===== src/rtl/intmul_arb.sv =====
// Round-robin arbiter sharing one fixed-latency multiplier among NREQ requesters.
// Optional macro INTMUL_ARB_PRIO_EN gives requester 0 strict priority over the rest.
module intmul_arb #(
    parameter int LOGQ    = 32,
    parameter int NREQ    = 2,
    parameter int MUL_LAT = 2
) (
    input  logic                          clk,
    input  logic                          rst,
    input  logic [NREQ-1:0]               req_valid,
    output logic [NREQ-1:0]               req_ready,
    input  logic [NREQ*LOGQ-1:0]          req_a,
    input  logic [NREQ*LOGQ-1:0]          req_b,
    input  logic                          hold,
    output logic [LOGQ-1:0]               mul_a,
    output logic [LOGQ-1:0]               mul_b,
    input  logic [2*LOGQ-1:0]             mul_c,
    output logic [NREQ-1:0]               rsp_valid,
    output logic [2*LOGQ-1:0]             rsp_c,
    output logic [$clog2(MUL_LAT+1)-1:0]  inflight,
    output logic                          idle
);
    localparam int PW = $clog2(NREQ);
    localparam int IW = $clog2(MUL_LAT+1);

    typedef enum logic [1:0] {RUN, DRAIN, IDLE} state_t;

    state_t              r_state;
    state_t              w_state_nxt;
    logic [PW-1:0]       r_ptr;
    logic [PW-1:0]       w_ptr_nxt;
    logic [PW-1:0]       w_gnt_idx;
    logic [PW-1:0]       w_cand;
    logic                w_gnt_found;
    logic                w_issue;
    logic                w_exit;
    logic [MUL_LAT-1:0]  r_pipe_vld;
    logic [PW-1:0]       r_pipe_tag [MUL_LAT];
    logic [IW-1:0]       r_inflight;
    logic [NREQ-1:0]     r_rsp_valid;
    logic [2*LOGQ-1:0]   r_rsp_c;
    logic                r_idle;

    // Search from r_ptr upward, wrapping; first valid requester wins.
    // NOTE: every signal written here gets a default first, so no latch is inferred.
    always_comb begin
        int idx;
        idx         = 0;
        w_cand      = '0;
        w_gnt_found = 1'b0;
        w_gnt_idx   = '0;
`ifdef INTMUL_ARB_PRIO_EN
        if (req_valid[0]) begin
            w_gnt_found = 1'b1;
        end
`endif
        for (int k = 0; k < NREQ; k++) begin
            idx = int'(r_ptr) + k;
            if (idx >= NREQ) begin
                idx = idx - NREQ;
            end
            w_cand = PW'(idx);
`ifdef INTMUL_ARB_PRIO_EN
            if (!w_gnt_found && (w_cand != '0) && req_valid[w_cand]) begin
`else
            if (!w_gnt_found && req_valid[w_cand]) begin
`endif
                w_gnt_found = 1'b1;
                w_gnt_idx   = w_cand;
            end
        end
    end

    always_comb begin
        int p;
        p = int'(w_gnt_idx) + 1;
        if (p >= NREQ) begin
            p = 0;
        end
        w_ptr_nxt = PW'(p);
`ifdef INTMUL_ARB_PRIO_EN
        // Priority grants to requester 0 do not disturb the rotation among the others.
        if (w_gnt_idx == '0) begin
            w_ptr_nxt = r_ptr;
        end
`endif
    end

    always_comb begin
        w_issue   = (r_state == RUN) && !rst && w_gnt_found;
        req_ready = '0;
        mul_a     = '0;
        mul_b     = '0;
        if (w_issue) begin
            req_ready[w_gnt_idx] = 1'b1;
            mul_a = req_a[int'(w_gnt_idx)*LOGQ +: LOGQ];
            mul_b = req_b[int'(w_gnt_idx)*LOGQ +: LOGQ];
        end
    end

    assign w_exit = r_pipe_vld[MUL_LAT-1];

    always_comb begin
        w_state_nxt = r_state;
        case (r_state)
            RUN: begin
                if (hold) w_state_nxt = DRAIN;
            end
            DRAIN: begin
                if (!hold) w_state_nxt = RUN;
                else if (r_inflight == '0) w_state_nxt = IDLE;
            end
            IDLE: begin
                if (!hold) w_state_nxt = RUN;
            end
            default: w_state_nxt = RUN;
        endcase
    end

    // NOTE: sequential state is updated only with non-blocking '<='; combinational blocks use '='.
    always_ff @(posedge clk) begin
        if (rst) begin
            r_state     <= RUN;
            r_ptr       <= '0;
            r_pipe_vld  <= '0;
            r_inflight  <= '0;
            r_rsp_valid <= '0;
            r_rsp_c     <= '0;
            r_idle      <= 1'b0;
        end else begin
            r_state    <= w_state_nxt;
            r_idle     <= (w_state_nxt == IDLE);
            r_pipe_vld <= (r_pipe_vld << 1) | MUL_LAT'(w_issue);
            if (w_issue) begin
                r_ptr <= w_ptr_nxt;
            end
            case ({w_issue, w_exit})
                2'b10:   r_inflight <= r_inflight + IW'(1);
                2'b01:   r_inflight <= r_inflight - IW'(1);
                default: ;
            endcase
            r_rsp_valid <= '0;
            if (w_exit) begin
                r_rsp_valid <= NREQ'(1) << r_pipe_tag[MUL_LAT-1];
                r_rsp_c     <= mul_c;
            end
        end
    end

    // NOTE: tags are only meaningful alongside r_pipe_vld, so this storage is left unreset.
    always_ff @(posedge clk) begin
        r_pipe_tag[0] <= w_gnt_idx;
        for (int k = 1; k < MUL_LAT; k++) begin
            r_pipe_tag[k] <= r_pipe_tag[k-1];
        end
    end

    assign rsp_valid = r_rsp_valid;
    assign rsp_c     = r_rsp_c;
    assign inflight  = r_inflight;
    assign idle      = r_idle;

endmodule


===== config.mk =====
export PLATFORM = sky130hd
export DESIGN_NAME = intmul_arb
export DESIGN_NICKNAME = d
export VERILOG_FILES = /design/src/rtl/intmul_arb.sv
export SDC_FILE = /design/constraint.sdc
export NUM_CORES = 1
export LEC_CHECK = 0
export ABC_AREA = 1
export BUFFER_PORTS_ARGS = -buffer_cell sky130_fd_sc_hd__buf_2
export CAP_MARGIN = 5
export CORE_AREA = 2 2 130 132
export DETAILED_ROUTE_END_ITERATION = 10
export DIE_AREA = 0 0 132 134
export PLACE_DENSITY = 0.59
export SETUP_SLACK_MARGIN = 0.5
export SYNTH_ARGS = -nofsm -noshare
export SYNTH_HDL_FRONTEND = slang
export SYNTH_SLANG_ARGS = --single-unit
export TNS_END_PERCENT = 100

===== constraint.sdc =====
create_clock -name clk -period 2.9 [get_ports clk]
set_input_delay 0.29 -clock clk [delete_from_list [all_inputs] [get_ports clk]]
set_output_delay 0.29 -clock clk [all_outputs]
set_load 0.05 [all_outputs]

==> impl_metrics.tcl, run 1 <==
set metrics [dict create \
    arrival_ns 1.91 \
    setup_tns_ns 0 \
    firstDrtPassIters 4 \
    crit_path_start "r_state[1]" \
    holdPathStages 3 \
    drive_gt1_share_pct 43.6 \
    hold_class "input pin to register" \
    fillers 1802 \
    synth_cell_type_count 20 \
    drv_cap 0 \
    dp_worst_setup_slack_ns 0.757 \
    leakage_nw 3.19 \
    drcViolationCount 0 \
    ys_seq_area_share_pct 41.2 \
    r2r-end "inflight[1]" \
    skew_ns 0.00728 \
    hp-start "mul_c[44]" \
    clk_pin_slew_ns 0.06 \
    period_minus_slack_ns 2.20 \
    peakVddDrop_mv 0.229 \
    cp-start-kind "register" \
    synthTopCellsByArea "dfxtp_1 (41%), nor2_1 (14%), nand3_1 (8.8%)" \
    end_kind "primary output" \
    reg2reg_depth 6 \
    die-width_um 132 \
    synth.avg_cell_area_sq_um 6.73 \
    ys_seq_elements 76 \
    ys_warn_count 0 \
    fin_area_sq_um 5760 \
    first_iter_violations 159 \
    whs_endpoint "rsp_c[44]" \
    worst-setup-path-type "register to primary output" \
    io_pins 332 \
    slew_viol_final 0 \
    clock.fmax_ghz 0.454 \
    port-buffer-count 331 \
    dp_hpwl_um 11300 \
    status "finished, final reports clean" \
    fp.dieH_um 134 \
    worst-endpoint-required_ns 2.61 \
    grt_pass1_wl_um 22300 \
    rrSetupSlack_ns 1.23 \
    viasPerCell 4.45 \
    fp.dieArea_sq_um 17700 \
    post-route-period-util_pct 76.0 \
    synth.cell_area_sq_um 3690 \
    rsz0062_at_grt "no" \
    grt.busiest_layer "met2" \
    htreeDepth 3 \
    cts_buffers 9 \
    clockRootBuffer "clkbuf_16" \
    grt_max_degree 69 \
    yosysTopAreaCell "dfxtp_1" \
    wl_per_cell_um 13.8 \
    final_nets 1050 \
    grtUsageMet3_pct 4.76 \
    relSlewSlack_pct 59.3 \
    pwr_density_cell_nw_per_um2 567 \
    cts.sinks 76 \
    setup_violations 0 \
    start_util_pct 22.7 \
    clock_latency_ns 0.33 \
    gp_congestion 0.800 \
    cts.path.max_buffers 2 \
    syn_to_final_growth_pct 56.2 \
    synthesis.nets 746 \
    worst_pin_slew_ns 0.610 \
    post_cts_buffers 0 \
    grt_overflow_total 0 \
    synth_top_area_share_pct 41.2 \
    r2r-start "r_state[1]" \
    core-area_sq_um 16300 \
    hold_viol 0 \
    met2_usage_pct 27.6 \
    antenna_found_initial 1 \
    grt_use_met1_pct 18.3 \
    grt_pass1_vias 4421 \
    cp_max_fo 16 \
    grt_use_total_pct 15.7 \
    worst_slack_ns 0.697 \
    synthCells 548 \
    place_area_sq_um 5460 \
    ant_nets 0 \
    wl_um 14900 \
    cts_tree "done" \
    vias 4794 \
    row_count 47 \
]
-- area by class of cell --
type / count / area [sq um] / share of cell area [%]
Multi-Input combinational cell: 414 / 1890 / 32.7
Clock inverter: 4 / 32.5 / 0.564
Antenna cell: 1 / 2.50 / 0.0434
Inverter: 9 / 33.8 / 0.586
Sequential cell: 76 / 1520 / 26.4
Tap cell: 220 / 275 / 4.78
Timing Repair Buffer: 342 / 1760 / 30.5
Clock buffer: 12 / 256 / 4.45
-- registers in the layout, summed over array words and instances (netlist names) --
name / flops
r_pipe_tag: 2
idle: 1
r_state: 2
rsp_valid: 2
rsp_c: 64
inflight: 2
r_pipe_vld: 2
r_ptr: 1
-- routing by layer --
layer  vias up  wire length [um]
met5         -                 0
met4         0               295
met3        25              1290
met2       244              7130
li1       2415                 -
met1      2110              6160
-- cells by family (layout without fill, tap and decap cells) --
| kind of cell | count (synthesis) | count (layout) | share of synthesized area, % |
|---|---|---|---|
| AND/OR/NAND/NOR | 281 | 281 | 31.3 |
| AO/OA/AOI/OAI | 131 | 131 | 18.8 |
| flip-flops | 76 | 76 | 41.2 |
| buffers and inverters | 58 | 367 | 8.14 |
| adder cells (fa/ha/maj) | 1 | 1 | 0.339 |
| XOR/XNOR | 1 | 1 | 0.237 |
| other | 0 | 1 | 0 |
-- synthesized netlist by cell type --
master    count
clkbuf_1     13
ha_1          1
buf_2        24
inv_2         2
and2_1        2
buf_6         2
and3_1        1
a21oi_2      10
buf_4        10
or2_2         1
dfxtp_1      76
nand2_1      73
nor3_1        1
xor2_1        1
nand3_1      65
o21ai_0      64
nor2_1      137
a21oi_1      57
inv_1         7
nand3_2       1
-- critical path: stages (launching register included) --
cell,delay (ns)
dfxtp_1,0.32
nor2_1,0.24
nand3_4,0.25
buf_4,0.28
a21oi_1,0.19
buf_2,0.31
-- placed cells by master (no fill, tap or decap), types with 7 or more instances in the layout --
master,Yosys,layout
nand2_1,73,71
clkbuf_16,0,9
buf_4,10,9
nand3_1,65,65
nor2_1,137,137
o21ai_0,64,64
buf_2,24,331
dfxtp_1,76,75
a21oi_1,57,57
inv_1,7,7
a21oi_2,10,10
-- report_power, final --
part / switching, mW / internal (mW)
Combinational: 0.778 / 0.283
Clock: 0.426 / 0.631
Sequential: 0.0340 / 1.12
-- stage by stage --
step | hold slack, ns | util, % | instances | power [mW]
2_1_floorplan | 0.310 | - | 548 | 1.92
3_3_place_gp | 0.317 | 33.5 | 1061 | 2.24
3_5_place_dp | 0.323 | 33.5 | 1061 | 2.24
4_1_cts | 0.164 | 35.3 | 1077 | 3.32
5_1_grt | 0.173 | 35.4 | 1078 | 3.44
6_report | 0.178 | 35.4 | 1078 | 3.27
-- timing repair --
action | in CTS | in global routing
resized for setup | 1 | 2
hold buffers | 0 | 0
endpoints found under the setup margin | 1 | 4
endpoints found under the hold margin | 0 | 0
-- worst max-delay path by stage --
| stage | cells after the start | slack, ns | end |
|---|---|---|---|
| after detailed placement | 7 | 0.76 | mul_a[28] |
| after CTS | 7 | 0.57 | mul_a[28] |
| after global routing | 5 | 0.56 | mul_a[28] |
| final | 5 | 0.70 | mul_a[28] |
| after global placement | 7 | 0.75 | mul_a[28] |
| after floorplan | 7 | 1.04 | mul_a[24] |
(Power assumes the default switching activity.)
==> inputs of run 2 (changes only) <==
==> constraint.sdc (replaced) <==
create_clock -name clk -period 2.1 [get_ports clk]
set_input_delay 0.21 -clock clk [delete_from_list [all_inputs] [get_ports clk]]
set_output_delay 0.21 -clock clk [all_outputs]
set_load 0.05 [all_outputs]
==> run 2 against run 1 <==
Compared with the run above: final cell count rose by 1.9%; via count rose by 3.9%; sequential power rose by 38%; sequential share of layout area fell by 4.9 points; non-clock buffer count rose by 21; clock power rose by 40%; first-iteration DRC count rose by 7.5%; sequential cell count did not move; critical path type unchanged.
==> impl_metrics.tcl, run 2 (synthesized netlist as in run 1, its figures left out) <==
set metrics [dict create \
    setup_violations 0 \
    clk_pin_slew_ns 0.06 \
    htreeDepth 3 \
    port-buffer-count 331 \
    slew_viol_final 0 \
    grt_max_degree 69 \
    hp-start "mul_c[34]" \
    postCtsHoldBufs 0 \
    ant_nets 0 \
    drive_gt1_share_pct 53.6 \
    fp.dieH_um 134 \
    power_mw 4.98 \
    most-common-layout-cells "buf_2 (265), nor2_1 (134), dfxtp_1 (73)" \
    syn_to_final_growth_pct 91.8 \
    cts_tree "done" \
    worst-setup-path-type "register to primary output" \
    worst_pin_slew_ns 0.778 \
    io_pins 332 \
    largest_register_ffs 64 \
    first_iter_violations 171 \
    grt_pass1_wl_um 25000 \
    fillers 1665 \
    dp_hpwl_um 11600 \
    drcViolationCount 0 \
    firstDrtPassIters 4 \
    pwr_density_cell_nw_per_um2 704 \
    final_nets 1071 \
    row_count 47 \
    gp_congestion 0.793 \
    worst-endpoint-required_ns 1.89 \
    arrival_ns 1.65 \
    relSlewSlack_pct 48.0 \
    clock.fmax_ghz 0.538 \
    crit_path_start "r_ptr" \
    multi_input_area_sq_um 2290 \
    grt_overflow_total 0 \
    die-width_um 132 \
    post-route-period-util_pct 88.6 \
    skew_ns 0.00517 \
    whs_ns 0.0984 \
    fin_area_sq_um 7080 \
    peakVddDrop_mv 0.318 \
    r2r-start "r_state[1]" \
    fp.dieArea_sq_um 17700 \
    grt_use_total_pct 18.0 \
    layout.cells.non_filler 1099 \
    dp_worst_setup_slack_ns 0.475 \
    dp.cells 1062 \
    leakage_nw 3.53 \
    period_minus_slack_ns 1.86 \
    cts.sinks 76 \
    drv_cap 0 \
    clockRootBuffer "clkbuf_16" \
    hold_viol 0 \
    grt_pass1_vias 4638 \
    cts_buffers 9 \
    cp_max_fo 7 \
    status "finished, final reports clean" \
    start_util_pct 22.7 \
    rsz0062_at_grt "yes" \
    worst_slack_ns 0.240 \
    viasPerCell 4.53 \
    wl_um 17600 \
    mostFrequentLayoutCell "buf_2" \
    wl_per_cell_um 16.0 \
    cts.path.max_buffers 2 \
    core-area_sq_um 16300 \
    area.sequential_sq_um 1530 \
    setup_tns_ns 0 \
    fin_util_pct 43.5 \
    cp-start-kind "register" \
    antenna_found_initial 2 \
    hold_class "input pin to register" \
    place_area_sq_um 5680 \
    clock_latency_ns 0.33 \
    end_kind "primary output" \
    vias 4983 \
]
## run 2: changes by cell type in the layout (fill, tap and decap cells not counted), sizes merged
cell      previous run  this run
buf                342       356
clkinv               1         0
clkinvlp             2         4
inv                 10        11
clkbuf              12        17
## run 2: final cells by class
cell class	count	share of cell area, %
timing repair buffer	363	37.6
multi-input combinational	414	32.4
tap	220	3.89
antenna	1	0.0354
sequential	76	21.5
inverter	9	0.513
clock inverter	6	0.672
clock buffer	10	3.38
## run 2: final timing paths
path                            depth (start not counted)  slack, ns                to
worst max-delay path                                    8       0.24          mul_b[6]
worst min register to register                          0       0.34  r_pipe_tag[0][1]
worst min-delay path                                    3        0.1         rsp_c[34]
worst max register to register                          7       0.43       inflight[1]
## run 2: metal layers
| metal | up-vias | track usage, % | part of all wire [%] |
|---|---|---|---|
| li1 | 2455 | - | - |
| met3 | 39 | 5.10 | 6.9 |
| met4 | 0 | 7.13 | 3.9 |
| met1 | 2250 | 19.5 | 37 |
| met5 | - | 0 | 0 |
| met2 | 239 | 33.0 | 52 |
## run 2: power by group
part	internal [mW]	leakage, nW	switching, mW
registers	1.55	0.625	0.0493
logic	0.671	2.78	1.24
clock network	0.840	0.128	0.635
total	3.06	3.53	1.92
## run 2: timing repair
action	4_1_cts	5_1_grt
gates cloned	5	9
buffers inserted	3	3
hold endpoints to repair	0	0
setup endpoints to repair	66	66
resized for setup	131	75
pin swaps	6	26
## run 2: worst max-delay path, stage by stage, from the launching register on
cell	delay, ns
dfxtp_2	0.33
inv_4	0.07
nand2_8	0.07
nand2_8	0.13
buf_8	0.15
buf_16	0.14
nand2_1	0.07
a21oi_2	0.15
buf_6	0.18
